**src/rtl/alu_share_arb.sv**
```systemverilog
// Round-robin arbiter with a 2-stage issue/result pipeline in front of one shared ALU.
// Optional per-requester saturating grant counters are enabled by ALU_ARB_STATS_EN.
module alu_share_arb #(
  parameter int unsigned NREQ = 2,
  parameter int unsigned IDW  = (NREQ > 1) ? $clog2(NREQ) : 1
) (
  input  logic                 clock,
  input  logic                 reset,
  input  logic [NREQ-1:0]      req_valid,
  output logic [NREQ-1:0]      req_ready,
  input  logic [32*NREQ-1:0]   req_a,
  input  logic [32*NREQ-1:0]   req_b,
  input  logic [4*NREQ-1:0]    req_op,
  output logic [31:0]          alu_a,
  output logic [31:0]          alu_b,
  output logic [3:0]           alu_op,
  input  logic [31:0]          alu_result,
  output logic                 rsp_valid,
  input  logic                 rsp_ready,
  output logic [IDW-1:0]       rsp_id,
  output logic [31:0]          rsp_data,
  output logic                 busy,
  output logic [16*NREQ-1:0]   grant_cnt
);

  localparam int unsigned DW  = 32;
  localparam int unsigned OPW = 4;
  localparam int unsigned CW  = 16;

  logic            r_s1_valid;
  logic [DW-1:0]   r_s1_a;
  logic [DW-1:0]   r_s1_b;
  logic [OPW-1:0]  r_s1_op;
  logic [IDW-1:0]  r_s1_id;
  logic            r_s2_valid;
  logic [DW-1:0]   r_s2_data;
  logic [IDW-1:0]  r_s2_id;
  logic [IDW-1:0]  r_last;

  logic            w_adv1;
  logic            w_adv2;
  logic            w_found;
  logic [IDW-1:0]  w_grant;
  logic            w_accept;
  logic [DW-1:0]   w_sel_a;
  logic [DW-1:0]   w_sel_b;
  logic [OPW-1:0]  w_sel_op;

  assign w_adv2 = !r_s2_valid || rsp_ready;
  assign w_adv1 = !r_s1_valid || w_adv2;

  // Rotating priority search starting just after the last winner.
  always_comb begin
    logic [IDW-1:0] idx;
    w_found = 1'b0;
    w_grant = r_last;
    idx     = '0;
    for (int k = 1; k <= int'(NREQ); k++) begin
      idx = IDW'((int'(r_last) + k) % int'(NREQ));
      if (!w_found && req_valid[idx]) begin
        w_found = 1'b1;
        w_grant = idx;
      end
    end
  end

  always_comb begin
    req_ready = '0;
    for (int i = 0; i < int'(NREQ); i++) begin
      req_ready[i] = !reset && w_adv1 && w_found && (w_grant == IDW'(i)) && req_valid[i];
    end
  end

  assign w_accept = |req_ready;

  // Winner operand mux feeding the S1 registers only.
  always_comb begin
    w_sel_a  = '0;
    w_sel_b  = '0;
    w_sel_op = '0;
    for (int i = 0; i < int'(NREQ); i++) begin
      if (w_grant == IDW'(i)) begin
        w_sel_a  = req_a[DW*i +: DW];
        w_sel_b  = req_b[DW*i +: DW];
        w_sel_op = req_op[OPW*i +: OPW];
      end
    end
  end

  always_ff @(posedge clock or posedge reset) begin
    if (reset) begin
      r_s1_valid <= 1'b0;
      r_s1_a     <= '0;
      r_s1_b     <= '0;
      r_s1_op    <= '0;
      r_s1_id    <= '0;
      r_last     <= IDW'(NREQ - 1);
    end else if (w_adv1) begin
      r_s1_valid <= w_accept;
      if (w_accept) begin
        r_s1_a  <= w_sel_a;
        r_s1_b  <= w_sel_b;
        r_s1_op <= w_sel_op;
        r_s1_id <= w_grant;
        r_last  <= w_grant;
      end
    end
  end

  always_ff @(posedge clock or posedge reset) begin
    if (reset) begin
      r_s2_valid <= 1'b0;
      r_s2_data  <= '0;
      r_s2_id    <= '0;
    end else if (w_adv2) begin
      r_s2_valid <= r_s1_valid;
      r_s2_data  <= alu_result;
      r_s2_id    <= r_s1_id;
    end
  end

  assign alu_a     = r_s1_a;
  assign alu_b     = r_s1_b;
  assign alu_op    = r_s1_op;
  assign rsp_valid = r_s2_valid;
  assign rsp_data  = r_s2_data;
  assign rsp_id    = r_s2_id;
  assign busy      = r_s1_valid || r_s2_valid;

`ifdef ALU_ARB_STATS_EN
  logic [CW-1:0] r_cnt [NREQ];

  // Saturating per-requester accept counters.
  always_ff @(posedge clock or posedge reset) begin
    if (reset) begin
      for (int i = 0; i < int'(NREQ); i++) r_cnt[i] <= '0;
    end else begin
      for (int i = 0; i < int'(NREQ); i++) begin
        if (req_ready[i] && (r_cnt[i] != '1)) r_cnt[i] <= r_cnt[i] + CW'(1);
      end
    end
  end

  for (genvar g = 0; g < NREQ; g++) begin : g_cnt
    assign grant_cnt[CW*g +: CW] = r_cnt[g];
  end
`else
  assign grant_cnt = '0;
`endif

endmodule

```
**config.mk**
```make
export PLATFORM = sky130hd
export DESIGN_NAME = alu_share_arb
export DESIGN_NICKNAME = d
export VERILOG_FILES = /design/src/rtl/alu_share_arb.sv
export SDC_FILE = /design/constraint.sdc
export NUM_CORES = 1
export LEC_CHECK = 0
export CAP_MARGIN = 20
export CORE_AREA = 2 2 120 122
export CTS_CLUSTER_SIZE = 30
export DETAILED_ROUTE_END_ITERATION = 12
export DIE_AREA = 0 0 122 124
export PLACE_DENSITY = 0.81
export REMOVE_ABC_BUFFERS = 1
export SYNTH_ARGS = -nofsm -noshare
export SYNTH_HDL_FRONTEND = slang
export SYNTH_SLANG_ARGS = --single-unit
```
**constraint.sdc**
```tcl
create_clock -name clock -period 5.4 [get_ports clock]
set_input_delay 1.62 -clock clock [delete_from_list [all_inputs] [get_ports clock]]
set_output_delay 1.62 -clock clock [all_outputs]
set_load 0.1 [all_outputs]
```
==> flow_summary_export.csv, run 1 <==
group,metric,value,unit
outcome,status,"complete, no violations",
critical_path,arrival,3.22,ns
place,port_buffers,277,
critical_path,cp.required,3.78,ns
timing,tightest_slew,1.09,ns
power_and_ir_drop,p_sw,2.52,mW
min_path,hp-class,"reg -> reg",
place,dp_hpwl,12.6,mm
grt,grt_pass1_vias,4941,
yosys,yosysWarnings,0,
grt,use_met1,0.252,
timing,final-setup-viol-count,0,
clocking,tritoncts,"built",
power_and_ir_drop,power,4.56,mW
critical_path,cp-start-kind,"primary input",
route,drt_iter0_drc,326,
grt,track_usage,0.224,
clocking,cts_buffers,9,
critical_path,crit_path_end_kind,"primary output",
grt,grtUsageMet2,0.402,
timing,min_period,4.84,ns
yosys,yosys_register_bits,105,
timing,setup_tns,0,ns
grt,gr-usage-met3,0.0636,
route,routed_wl,17.7,mm
layout,layout_commonest_cell,"clkdlybuf4s50_1",
place,place.gp.congestion,0.768,
yosys,synth.yosys.seq_area_share,0.506,
clocking,clk_pin_slew,0.07,ns
power_and_ir_drop,sequentialPowerShare,0.245,
critical_path,critPathKind,"in -> out",
timing,fmaxAchievable,206,MHz
power_and_ir_drop,irDropWorstVdd,0.419,mV
route,vias,5111,
yosys,ys_types,25,
clocking,cts-root-buf,"clkbuf_16",
power_and_ir_drop,p_sw_frac,0.553,
clocking,post-cts-setup-buffer-count,0,
route,dr.pass1.iters,4,
grt,grt_pass1_wl,26.2,mm
clocking,clk-insertion-delay-late,0.35,ns
layout,finalNonFillerCells,947,
die,start_util,0.379,
critical_path,cp_max_fo,32,
timing,fin_hold_ws,0.507,ns
timing,relSlewSlack,0.275,
yosys,post_synth_inst_count,519,
layout,fin_nets,934,
clocking,hold_buffers,0,
die,io_pins,310,
route,postRouteAntennaNets,0,
route,wire_per_inst,18.7,um
clocking,clkSinkCount,105,
power_and_ir_drop,internal_power,2.04,mW
power_and_ir_drop,p_clk_frac,0.149,
yosys,avgSynthCellArea,10.0,um^2
yosys,netlist_area,5200,um^2
layout,layout_common_cells,"clkdlybuf4s50_1 (275), dfrtp_1 (104), nand3_1 (68), o21ai_0 (68), a21oi_1 (68)",
place,dp_cells,930,
grt,globalRoute.busiestLayer,"met2",
layout,drive_gt1_frac,0.121,
die,dieArea,15100,um^2
die,fp.dieH,124,um
route,drcViolationCount,0,
power_and_ir_drop,power.density,553,nW/um^2
die,die_w,122,um
power_and_ir_drop,total_leakage_power,3.21,nW
layout,syn_to_final_growth,58.4,%
clocking,post_cts_resized,0,
run,drv_cap,0,
timing,grt_setup_unrepaired,"false",
clocking,h-tree-depth,3,
grt,antenna_found_initial,1,
power_and_ir_drop,power_frac_comb,0.606,
die,rows,43,
grt,grt_overflow_total,0,
timing,min_period_over_period,0.897,
clocking,clock_path_buffers,2,
grt,grt_max_degree,71,
timing,slew_viol_final,0,
timing,clock_skew,0.00602,ns
timing,finalHoldViolCount,0,
die,core_region_area,13700,um^2
route,avgViaCountPerCell,5.40,
synthesized netlist by cell type:
library cell,n,area share
clkbuf_1,35,0.025
inv_1,2,0.0014
o21ai_0,68,0.065
nor2_1,3,0.0022
buf_2,12,0.012
nand2_1,3,0.0022
mux2_2,35,0.076
a31oi_1,48,0.058
buf_4,32,0.046
clkbuf_2,2,0.0019
conb_1,1,0.00072
nand3_1,68,0.065
nor3_1,1,0.00096
and2_1,1,0.0012
buf_6,5,0.011
dfrtp_1,104,0.50
nand3b_1,1,0.0014
a31oi_2,20,0.048
dfstp_2,1,0.0051
buf_1,3,0.0022
and2_4,1,0.0017
o21ba_1,1,0.0019
a21oi_1,68,0.065
nand2b_1,2,0.0024
or2_2,2,0.0024
stage by stage:
stage	setup WS, ns	instance area (um^2)	utilization
2_1_floorplan	-1.49	4810	-
3_3_place_gp	0.637	7930	0.578
3_5_place_dp	0.574	7930	0.578
4_1_cts	0.572	8230	0.600
5_1_grt	0.431	8240	0.600
6_report	0.557	8240	0.600
per-layer routing:
metal  vias to the layer above  wire, um  share of wire
met5                         -         0              0
met4                         0       410          0.023
met3                        28      1770           0.10
met2                       286      8980           0.51
met1                      2481      6520           0.37
li1                       2316         -              -
sequential cells by signal (all words and copies together), names as in the netlist:
| name | count |
|---|---|
| rsp_id | 1 |
| alu_op | 4 |
| alu_b | 32 |
| rsp_valid | 1 |
| r_s1_valid | 1 |
| rsp_data | 32 |
| alu_a | 32 |
| r_s1_id | 1 |
| r_last | 1 |
power by group through the flow:
stage	Sequential (mW)	Clock, mW	Combinational, mW
after CTS	1.12	0.687	2.77
after global placement	1.12	0	2.73
after global routing	1.14	0.724	2.86
after floorplan	2.53	0	0.599
after detailed placement	1.13	0	2.76
final	1.12	0.680	2.76
worst max-delay path, cell delays in order:
cell and delay (ns):
clkdlybuf4s50_1 0.52, and2_2 0.51, nor2_1 0.15, nor2_1 0.21
buf_12 0.21
kinds of logic after synthesis:
family,count (synthesis),synth area share
AOI/OAI and AO/OA,205,0.239
buffers and inverters,91,0.0994
DFF,105,0.506
muxes,35,0.0758
other,1,0.000721
and+or+nand+nor,82,0.0799
final cells by class:
type | instances | area (um^2)
Antenna cell | 1 | 2.50
Clock buffer | 12 | 256
Clock inverter | 4 | 48.8
Fill cell | 1142 | 5480
Inverter | 2 | 10.0
Multi-Input combinational cell | 354 | 2180
Sequential cell | 105 | 2630
Tap cell | 180 | 225
Timing Repair Buffer | 289 | 2880
worst paths after layout:
| kind | start | endpoint | slack (ns) | cells past startpoint |
|---|---|---|---|---|
| setup / recovery | req_valid[0] | req_ready[0] | 0.56 | 5 |
| hold / removal | rsp_data[3] | rsp_data[3] | 0.51 | 1 |
| setup reg to reg | rsp_valid | alu_b[20] | 2.97 | 5 |
| hold reg to reg | rsp_data[3] | rsp_data[3] | 0.51 | 1 |
| max in group asynchronous | reset | r_last | 2.90 | 3 |
| min in group asynchronous | reset | rsp_id | 1.64 | 2 |
(Power assumes the default switching activity.)
==> run 2: changes to the inputs <==
--- a/config.mk
+++ b/config.mk
@@ -10,7 +10,7 @@
 export CTS_CLUSTER_SIZE = 30
 export DETAILED_ROUTE_END_ITERATION = 12
 export DIE_AREA = 0 0 122 124
-export PLACE_DENSITY = 0.81
+export PLACE_DENSITY_LB_ADDON = 0.3
 export REMOVE_ABC_BUFFERS = 1
 export SYNTH_ARGS = -nofsm -noshare
 export SYNTH_HDL_FRONTEND = slang
==> flow_summary_export.csv, run 2 (same netlist as run 1, synthesis figures left out) <==
group,metric,value,unit
critical_path,r2r_end,"alu_a[8]",
power_and_ir_drop,total_leakage_power,3.20,nW
layout,drive_gt1_frac,0.124,
route,routed_wl,17.4,mm
grt,grt_pass1_vias,4964,
die,dieArea,15100,um^2
timing,tightest_slew,1.07,ns
die,fp.dieH,124,um
critical_path,cp-start-kind,"primary input",
layout,finalNonFillerCells,947,
min_path,holdPathStages,1,
timing,final-setup-viol-count,0,
clocking,clk_pin_slew,0.08,ns
clocking,cts-root-buf,"clkbuf_16",
place,place.gp.congestion,0.798,
die,die_w,122,um
route,vias,5016,
die,core_region_area,13700,um^2
critical_path,cp.required,3.78,ns
clocking,hold_buffers,0,
die,io_pins,310,
route,drt_iter0_drc,250,
run,drv_cap,0,
grt,grt_pass1_wl,25.9,mm
critical_path,arrival,3.02,ns
layout,num-fill-cells,1159,
die,rows,43,
timing,fin_hold_ws,0.499,ns
layout,layout_common_cells,"clkdlybuf4s50_1 (275), dfrtp_1 (104), nand3_1 (68), o21ai_0 (68), a21oi_1 (68)",
clocking,clkSinkCount,105,
timing,relSlewSlack,0.287,
critical_path,critPathKind,"in -> out",
route,drcViolationCount,0,
timing,fmaxAchievable,215,MHz
route,avgViaCountPerCell,5.30,
clocking,clk-insertion-delay-late,0.34,ns
timing,slew_viol_final,0,
timing,clock_skew,0.0130,ns
min_path,whs_endpoint,"rsp_valid",
layout,syn_to_final_growth,58.4,%
place,port_buffers,277,
critical_path,cp_max_fo,2,
critical_path,r2r_slack,2.75,ns
timing,grt_setup_unrepaired,"false",
critical_path,rr_worst_depth,5,
power_and_ir_drop,irDropWorstVdd,0.338,mV
critical_path,crit_path_end_kind,"primary output",
layout,antenna_cells,0,
grt,antenna_found_initial,0,
clocking,cts_buffers,9,
route,dr.pass1.iters,5,
layout,final_cell_area,8240,um^2
layout,fin_nets,935,
place,dp_cells,931,
outcome,status,"complete, no violations",
grt,grt_max_degree,71,
timing,finalHoldViolCount,0,
die,start_util,0.379,
clocking,post-cts-setup-buffer-count,0,
clocking,tritoncts,"built",
clocking,post_cts_resized,0,
min_path,worstHoldStart,"r_s1_valid",
grt,grt_overflow_total,0,
timing,min_period,4.64,ns
place,dp_hpwl,12.4,mm
min_path,hp-class,"reg -> reg",
power_and_ir_drop,power.density,552,nW/um^2
critical_path,r2r-start,"rsp_valid",
timing,min_period_over_period,0.860,
grt,track_usage,0.220,
clocking,clock_path_buffers,2,
place,placed_cell_area,7940,um^2
route,wire_per_inst,18.4,um
critical_path,crit_start,"rsp_ready",
clocking,h-tree-depth,3,
route,postRouteAntennaNets,0,
layout,layout_commonest_cell,"clkdlybuf4s50_1",
run 2: cell count changes in the layout (fill, tap and decap cells not counted), sizes merged:
cell / previous run / this run
inv: 3 / 4
clkbuf: 12 / 9
clkinvlp: 0 / 2
buf: 14 / 15
diode: 1 / 0
run 2: worst max-delay path: stages:
cell and delay [ns]:
clkdlybuf4s50_1 0.50, nand3b_1 0.22, nand2_1 0.11, nor3_1 0.35, buf_12 0.23
run 2: final cells by class:
cell class                 instances  area, um^2  area share
tap                              180         225      0.0273
timing repair buffer             290        2890       0.351
inverter                           2        10.0     0.00122
sequential                       105        2630       0.319
multi-input combinational        354        2180       0.265
clock buffer                       9         225      0.0273
clock inverter                     7        76.3     0.00926
run 2: worst max path at each step:
stage	cells past startpoint	end	slack (ns)
finish	5	req_ready[1]	0.76
global route	5	req_ready[1]	0.72
CTS	5	req_ready[1]	0.76
detailed placement	5	req_ready[1]	0.77
global placement	5	req_ready[1]	0.78
floorplan	3	req_ready[1]	-1.49
run 2: per-layer routing:
| layer | vias up | GRT usage | wire, um |
|---|---|---|---|
| li1 | 2315 | - | - |
| met1 | 2431 | 0.251 | 6620 |
| met2 | 252 | 0.399 | 8780 |
| met3 | 18 | 0.0710 | 1780 |
| met4 | 0 | 0.0546 | 247 |
| met5 | - | 0 | 0 |
run 2: stage by stage:
| stage | setup slack, ns | total power, mW | util | setup TNS [ns] |
|---|---|---|---|---|
| 6_report | 0.758 | 4.55 | 0.600 | 0 |
| 5_1_grt | 0.716 | 4.73 | 0.600 | 0 |
| 4_1_cts | 0.761 | 4.57 | 0.600 | 0 |
| 3_5_place_dp | 0.772 | 3.90 | 0.578 | 0 |
| 3_3_place_gp | 0.777 | 3.88 | 0.578 | 0 |
| 2_1_floorplan | -1.49 | 3.13 | - | -2.48 |
run 2: where the power goes:
| group | switching [mW] | internal, mW | leakage [nW] | total [mW] |
|---|---|---|---|---|
| clock | 0.299 | 0.363 | 0.142 | 0.662 |
| sequential | 0.123 | 0.990 | 1.19 | 1.11 |
| combinational | 2.11 | 0.662 | 1.87 | 2.77 |
